## src/rtl/fp_mul_pipe_pkg.sv

```systemverilog
// Shared FP16 MAC definitions: field widths, bias, constant magnitudes and the
// stage records carried down the multiplier pipeline.
package fp_mul_pipe_pkg;

  localparam int EXP_W  = 5;
  localparam int MAN_W  = 10;
  localparam int BIAS   = 15;
  localparam int SIG_W  = MAN_W + 1;
  localparam int PROD_W = 2 * SIG_W;
  localparam int ESUM_W = 7;

  localparam logic [14:0] SAT_MAG  = 15'h7BFF;
  localparam logic [14:0] ZERO_MAG = 15'h0000;

  typedef logic signed [ESUM_W-1:0] esum_t;

  localparam esum_t EXP_MAX = esum_t'(2**EXP_W - 1);

  typedef struct packed {
    logic             sign;
    logic             zero;
    esum_t            exp;
    logic [SIG_W-1:0] ma;
    logic [SIG_W-1:0] mb;
  } s1_t;

  typedef struct packed {
    logic              sign;
    logic              zero;
    esum_t             exp;
    logic [PROD_W-1:0] prod;
  } s2_t;

  // Subnormals are flushed, so a zero exponent field means the operand is zero.
  function automatic logic is_zero(input logic [15:0] x);
    return x[MAN_W+EXP_W-1:MAN_W] == '0;
  endfunction

endpackage

```

## src/rtl/fp_mul_pipe_if.sv

```systemverilog
// Operand/product streaming bus of the FP16 multiplier, valid/ready on both sides.
interface fp_mul_pipe_if #(
  parameter int TAG_W = 4
);
  logic             in_valid;
  logic             in_ready;
  logic [15:0]      in_a;
  logic [15:0]      in_b;
  logic [TAG_W-1:0] in_tag;
  logic             out_valid;
  logic             out_ready;
  logic [15:0]      out_data;
  logic [TAG_W-1:0] out_tag;

  modport master (
    output in_valid, in_a, in_b, in_tag, out_ready,
    input  in_ready, out_valid, out_data, out_tag
  );

  modport slave (
    input  in_valid, in_a, in_b, in_tag, out_ready,
    output in_ready, out_valid, out_data, out_tag
  );
endinterface

```

## src/rtl/fp_mul_norm.sv

```systemverilog
// Normalize a raw 22-bit significand product and apply zero/underflow/overflow,
// producing a truncated FP16 result. Purely combinational.
module fp_mul_norm
  import fp_mul_pipe_pkg::*;
(
  input  logic              sign,
  input  logic              zero,
  input  esum_t             exp,
  input  logic [PROD_W-1:0] prod,
  output logic [15:0]       result
);

  esum_t            exp_n;
  logic [MAN_W-1:0] man;

  // NOTE: every branch assigns every output, so no latch can be inferred.
  always_comb begin
    if (prod[PROD_W-1]) begin
      exp_n = exp + esum_t'(1);
      man   = prod[PROD_W-2 -: MAN_W];
    end else begin
      exp_n = exp;
      man   = prod[PROD_W-3 -: MAN_W];
    end

    if (zero || exp_n <= esum_t'(0))
      result = {sign, ZERO_MAG};
    else if (exp_n >= EXP_MAX)
      result = {sign, SAT_MAG};
    else
      result = {sign, exp_n[EXP_W-1:0], man};
  end

endmodule

```

## src/rtl/fp_mul_pipe.sv

```systemverilog
// Three-stage pipelined FP16 multiplier: S1 unpack, S2 significand multiply,
// S3 normalize/saturate. All stages advance together; a full output stalls all.
module fp_mul_pipe
  import fp_mul_pipe_pkg::*;
#(
  parameter int TAG_W = 4
) (
  input logic          clk,
  input logic          rst_n,
  fp_mul_pipe_if.slave bus
);

  logic             en;
  logic             v1, v2, v3;
  s1_t              s1;
  s2_t              s2;
  logic [TAG_W-1:0] t1, t2, t3;
  logic [15:0]      data3;
  logic [15:0]      norm_result;

  assign en            = !(v3 && !bus.out_ready);
  assign bus.in_ready  = en;
  assign bus.out_valid = v3;
  assign bus.out_data  = data3;
  assign bus.out_tag   = t3;

  // NOTE: state uses non-blocking assignments so every stage samples the
  // previous stage's pre-edge value; blocking here would collapse the pipe.
  always_ff @(posedge clk or negedge rst_n) begin
    if (!rst_n) begin
      v1 <= 1'b0;
      s1 <= '0;
      t1 <= '0;
    end else if (en) begin
      v1      <= bus.in_valid;
      s1.sign <= bus.in_a[15] ^ bus.in_b[15];
      s1.zero <= is_zero(bus.in_a) || is_zero(bus.in_b);
      s1.exp  <= esum_t'({2'b00, bus.in_a[MAN_W+EXP_W-1:MAN_W]})
               + esum_t'({2'b00, bus.in_b[MAN_W+EXP_W-1:MAN_W]})
               - esum_t'(BIAS);
      s1.ma   <= {1'b1, bus.in_a[MAN_W-1:0]};
      s1.mb   <= {1'b1, bus.in_b[MAN_W-1:0]};
      t1      <= bus.in_tag;
    end
  end

  always_ff @(posedge clk or negedge rst_n) begin
    if (!rst_n) begin
      v2 <= 1'b0;
      s2 <= '0;
      t2 <= '0;
    end else if (en) begin
      v2      <= v1;
      s2.sign <= s1.sign;
      s2.zero <= s1.zero;
      s2.exp  <= s1.exp;
      s2.prod <= PROD_W'(s1.ma) * PROD_W'(s1.mb);
      t2      <= t1;
    end
  end

  fp_mul_norm u_norm (
    .sign   (s2.sign),
    .zero   (s2.zero),
    .exp    (s2.exp),
    .prod   (s2.prod),
    .result (norm_result)
  );

  // NOTE: datapath registers are reset too, so out_data/out_tag read as zero
  // after reset rather than leaking a product that was in flight.
  always_ff @(posedge clk or negedge rst_n) begin
    if (!rst_n) begin
      v3    <= 1'b0;
      data3 <= '0;
      t3    <= '0;
    end else if (en) begin
      v3    <= v2;
      data3 <= norm_result;
      t3    <= t2;
    end
  end

endmodule

```

## src/flat_wrapper.sv

```systemverilog
// flat-port wrapper written by rule: the top's interface ports become plain ports
module fp_mul_pipe_flat import fp_mul_pipe_pkg::*;
#(
  parameter int TAG_W = 4
)
  (clk, rst_n, bus_in_valid, bus_in_a, bus_in_b, bus_in_tag, bus_out_ready, bus_in_ready, bus_out_valid, bus_out_data, bus_out_tag);
  fp_mul_pipe_if #(.TAG_W(TAG_W)) bus_i ();
  input logic clk;
  input logic rst_n;
  input wire logic [$bits(bus_i.in_valid)-1:0] bus_in_valid;
  input wire logic [$bits(bus_i.in_a)-1:0] bus_in_a;
  input wire logic [$bits(bus_i.in_b)-1:0] bus_in_b;
  input wire logic [$bits(bus_i.in_tag)-1:0] bus_in_tag;
  input wire logic [$bits(bus_i.out_ready)-1:0] bus_out_ready;
  output wire logic [$bits(bus_i.in_ready)-1:0] bus_in_ready;
  output wire logic [$bits(bus_i.out_valid)-1:0] bus_out_valid;
  output wire logic [$bits(bus_i.out_data)-1:0] bus_out_data;
  output wire logic [$bits(bus_i.out_tag)-1:0] bus_out_tag;
  assign bus_i.in_valid = bus_in_valid;
  assign bus_i.in_a = bus_in_a;
  assign bus_i.in_b = bus_in_b;
  assign bus_i.in_tag = bus_in_tag;
  assign bus_i.out_ready = bus_out_ready;
  assign bus_in_ready = bus_i.in_ready;
  assign bus_out_valid = bus_i.out_valid;
  assign bus_out_data = bus_i.out_data;
  assign bus_out_tag = bus_i.out_tag;
  fp_mul_pipe #(.TAG_W(TAG_W)) u_core (.clk(clk), .rst_n(rst_n), .bus(bus_i));
endmodule
```

## config.mk

```make
export PLATFORM = sky130hd
export DESIGN_NAME = fp_mul_pipe_flat
export DESIGN_NICKNAME = d
export VERILOG_FILES = /design/src/rtl/fp_mul_pipe_pkg.sv /design/src/rtl/fp_mul_pipe_if.sv /design/src/rtl/fp_mul_norm.sv /design/src/rtl/fp_mul_pipe.sv /design/src/flat_wrapper.sv
export SDC_FILE = /design/constraint.sdc
export NUM_CORES = 1
export LEC_CHECK = 0
export CORE_MARGIN = 10
export CORE_UTILIZATION = 45
export CTS_BUF_LIST = sky130_fd_sc_hd__clkbuf_2
export DETAILED_ROUTE_END_ITERATION = 12
export GPL_TIMING_DRIVEN = 0
export PLACE_DENSITY_LB_ADDON = 0.05
export SLEW_MARGIN = 5
export SYNTH_ARGS = -nofsm -noshare
export SYNTH_HDL_FRONTEND = slang
export SYNTH_SLANG_ARGS = --single-unit
```

## constraint.sdc

```tcl
create_clock -name clk -period 7.17 [get_ports clk]
set_input_delay 1.7925 -clock clk [delete_from_list [all_inputs] [get_ports clk]]
set_output_delay 1.7925 -clock clk [all_outputs]
set_load 0.03 [all_outputs]
```

==> results.sh <==
export IMPL_cts_sinks=82
export IMPL_mostFrequentLayoutCells="nand2_1 (224), inv_1 (99), dfrtp_1 (82)"
export IMPL_multi_input_area_um2=5070
export IMPL_rsz0062_at_grt="no"
export IMPL_cpMostUsedCell="fa_1"
export IMPL_vias=6039
export IMPL_path_cells="clkbuf_1 -> nand2_1 -> fa_1 -> fa_1 -> inv_1 -> fa_1 -> fa_1 -> inv_1 -> fa_1 -> inv_1 -> ha_1 -> nand4_1 -> o211ai_1 -> a2111oi_0 -> o211ai_1 -> xnor2_1 -> a21oi_1"
export IMPL_report_final_slew_viol_count=0
export IMPL_clk_transition_reported_paths_ns=0.29
export IMPL_grt_first_pass_wirelength_um=32300
export IMPL_htreeDepth=3
export IMPL_track_usage_pct=17.6
export IMPL_drive_above_1_share_pct=5.38
export IMPL_syn_area_um2=7700
export IMPL_setup_viol=0
export IMPL_portBuffers=61
export IMPL_die_area_um2=22800
export IMPL_core_area_um2=16700
export IMPL_gp_congestion=0.906
export IMPL_clock_path_buffers=2
export IMPL_die_height_um=151
export IMPL_seqCellArea_um2=2050
export IMPL_syn_inst=871
export IMPL_crit_fanout=10
export IMPL_cp_arrival_ns=6.46
export IMPL_layout_min_cycle_time_ns=6.01
export IMPL_cts_tree="built"
export IMPL_synth_top_area_share_pct=26.6
export IMPL_seq_area_frac_synth_pct=26.6
export IMPL_crit_slowest_cell="a2111oi_0"
export IMPL_synth_seq_cells=82
export IMPL_critPathMaxStageDelay_ns=0.70
export IMPL_hold_violations=0
export IMPL_drtIter0Drc=241
export IMPL_vias_per_cell=5.17
export IMPL_max_freq_ghz=0.167
export IMPL_cts_resized=0
export IMPL_numCtsBuffers=9
export IMPL_io_pins=62
export IMPL_yosysWarningCount=0
export IMPL_start_util_pct=46.1
export IMPL_route_antenna_remaining_nets=0
export IMPL_synth_nets=1055
export IMPL_finalWorstSetupSlack_ns=1.16
export IMPL_grt_max_degree=43
export IMPL_worstMarginPinSlew_ns=0.742
export IMPL_crit_required_ns=7.63
export IMPL_rows=47
export IMPL_wl_per_cell_um=16.4
export IMPL_worstHoldPathType="register to register"
export IMPL_finalWirelength_um=19100
export IMPL_post_synth_cell_area_avg_um2=8.85
export IMPL_drt_pass1_iter_count=5
export IMPL_cts_setup_buffers=0
export IMPL_antenna_found_initial=1
export IMPL_crit_buf_inv=4
export IMPL_hpwl_um=15300
export IMPL_root_buffer="clkbuf_2"
export IMPL_synthDistinctLibCells=52
export IMPL_finClkSkew_ns=0.0494
export IMPL_postCtsHoldBufs=0
export IMPL_period_share_pct=83.8
export IMPL_start_kind="register"
export IMPL_die_w_um=151
export IMPL_place_ws_ns=1.19
export IMPL_max_slew_margin_rel_pct=49.2
export IMPL_clk_latency_ns=0.59
export IMPL_post_route_drc_count=0
export IMPL_drv_cap=0
export IMPL_yosys_area_top_type="dfrtp_1"
export IMPL_grt_pass1_vias=6433
export IMPL_n_fill_cell=1633
export IMPL_num_nets_final=1128
export IMPL_grt_ovfl_total=0
export IMPL_final_common_cell="nand2_1"
export IMPL_syn2layout_area_growth_pct=13.4
export IMPL_endpoint_kind="register"
export IMPL_crit_family="adder cells"
export IMPL_run_status="completed"
export IMPL_ys_top_cells_by_area="dfrtp_1 (27%), fa_1 (21%), nand2_1 (11%)"
export IMPL_setup_tns_ns=0
export IMPL_crit_type="register to register"
## layout make-up
| type | instances | area share, % |
|---|---|---|
| buffer | 47 | 2.39 |
| tap | 220 | 3.15 |
| clock buffer | 10 | 0.573 |
| clock inverter | 5 | 0.916 |
| timing repair buffer | 62 | 7.19 |
| inverter | 99 | 4.25 |
| antenna | 1 | 0.0286 |
| multi-input combinational | 643 | 58.0 |
| sequential | 82 | 23.5 |
## worst register-to-register path: cells and delay by family, from the launching register on
| kind | cells | cell delay, ns |
|---|---|---|
| xor gates and xnor gates | 1 | 0.24 |
| and+or+nand+nor | 2 | 0.34 |
| DFF | 1 | 0.47 |
| AOI/OAI and AO/OA | 4 | 1.17 |
| adders and majority gates | 6 | 3.07 |
| buffers and inverters | 4 | 0.61 |
## per-layer routing
layer	global-route usage, %	vias to the layer above	routed length (µm)
met3	3.10	17	705
met5	0	-	0
li1	-	2900	-
met1	22.7	3012	8540
met4	4.33	0	245
met2	30.0	110	9640
## synthesized netlist by cell type, drive strengths merged
cell type	n
o211ai	4
buf	8
nand3	7
fa	80
a2111oi	1
a211oi	14
and3	2
o21a	3
dfrtp	82
nand4b	1
xnor2	18
a21oi	36
clkbuf	39
a21o	5
o31ai	3
o221ai	1
nand2	225
o21ai	32
or3	1
a21boi	1
o2111ai	1
xor2	7
o31a	1
and2	65
o311ai	1
a32oi	1
nor3b	2
a31oi	3
nand2b	4
inv	99
o32ai	1
nor2	27
a221oi	1
nor2b	11
mux2i	2
ha	64
o21bai	2
nand4	8
or4	3
nor3	5
## logic make-up (layout without fill, tap and decap cells)
logic type	after synthesis	count (layout)	share of synthesized area [%]
other	0	1	0
multiplexers	2	2	0.260
adder cells (fa/ha/maj)	144	144	31.2
AND/OR/NAND/NOR	361	361	21.3
AO/OA/AOI/OAI	111	111	10.3
XOR/XNOR	25	25	2.84
flip-flops	82	82	26.6
buffers and inverters	146	223	7.53
## path summary, 6_finish.rpt
kind	endpoint	slack [ns]	from	cells past startpoint
setup reg to reg	u_core.s2[21]	1.16	u_core.s1[10]	17
setup / recovery	u_core.s2[21]	1.16	u_core.s1[10]	17
hold reg to reg	u_core.t2[1]	0.46	u_core.t1[1]	2
min in group asynchronous	u_core.s1[4]	1.16	rst_n	1
max in group asynchronous	u_core.s1[8]	5.37	rst_n	2
hold / removal	u_core.t2[1]	0.46	u_core.t1[1]	2
## through the flow
| stage | cells | hold slack [ns] | area (µm²) | util [%] |
|---|---|---|---|---|
| global placement | 1152 | 0.448 | 8590 | 51.4 |
| finish | 1169 | 0.463 | 8740 | 52.3 |
| CTS | 1168 | 0.468 | 8740 | 52.3 |
| floorplan | 871 | 0.430 | 7700 | - |
| detailed placement | 1153 | 0.452 | 8610 | 51.5 |
| global route | 1169 | 0.519 | 8740 | 52.3 |
## state kept, by name (all words and copies together) (netlist names)
| name | flops |
|---|---|
| u_core.v2 | 1 |
| u_core.s2 | 21 |
| u_core.bus.out_data | 16 |
| u_core.bus.out_tag | 4 |
| u_core.t1 | 4 |
| u_core.t2 | 4 |
| u_core.v1 | 1 |
| u_core.bus.out_valid | 1 |
| u_core.s1 | 30 |
Power is left out: the tool's default activity adds up to more than one toggle a clock period on the data nets, which glitch-free logic cannot reach.
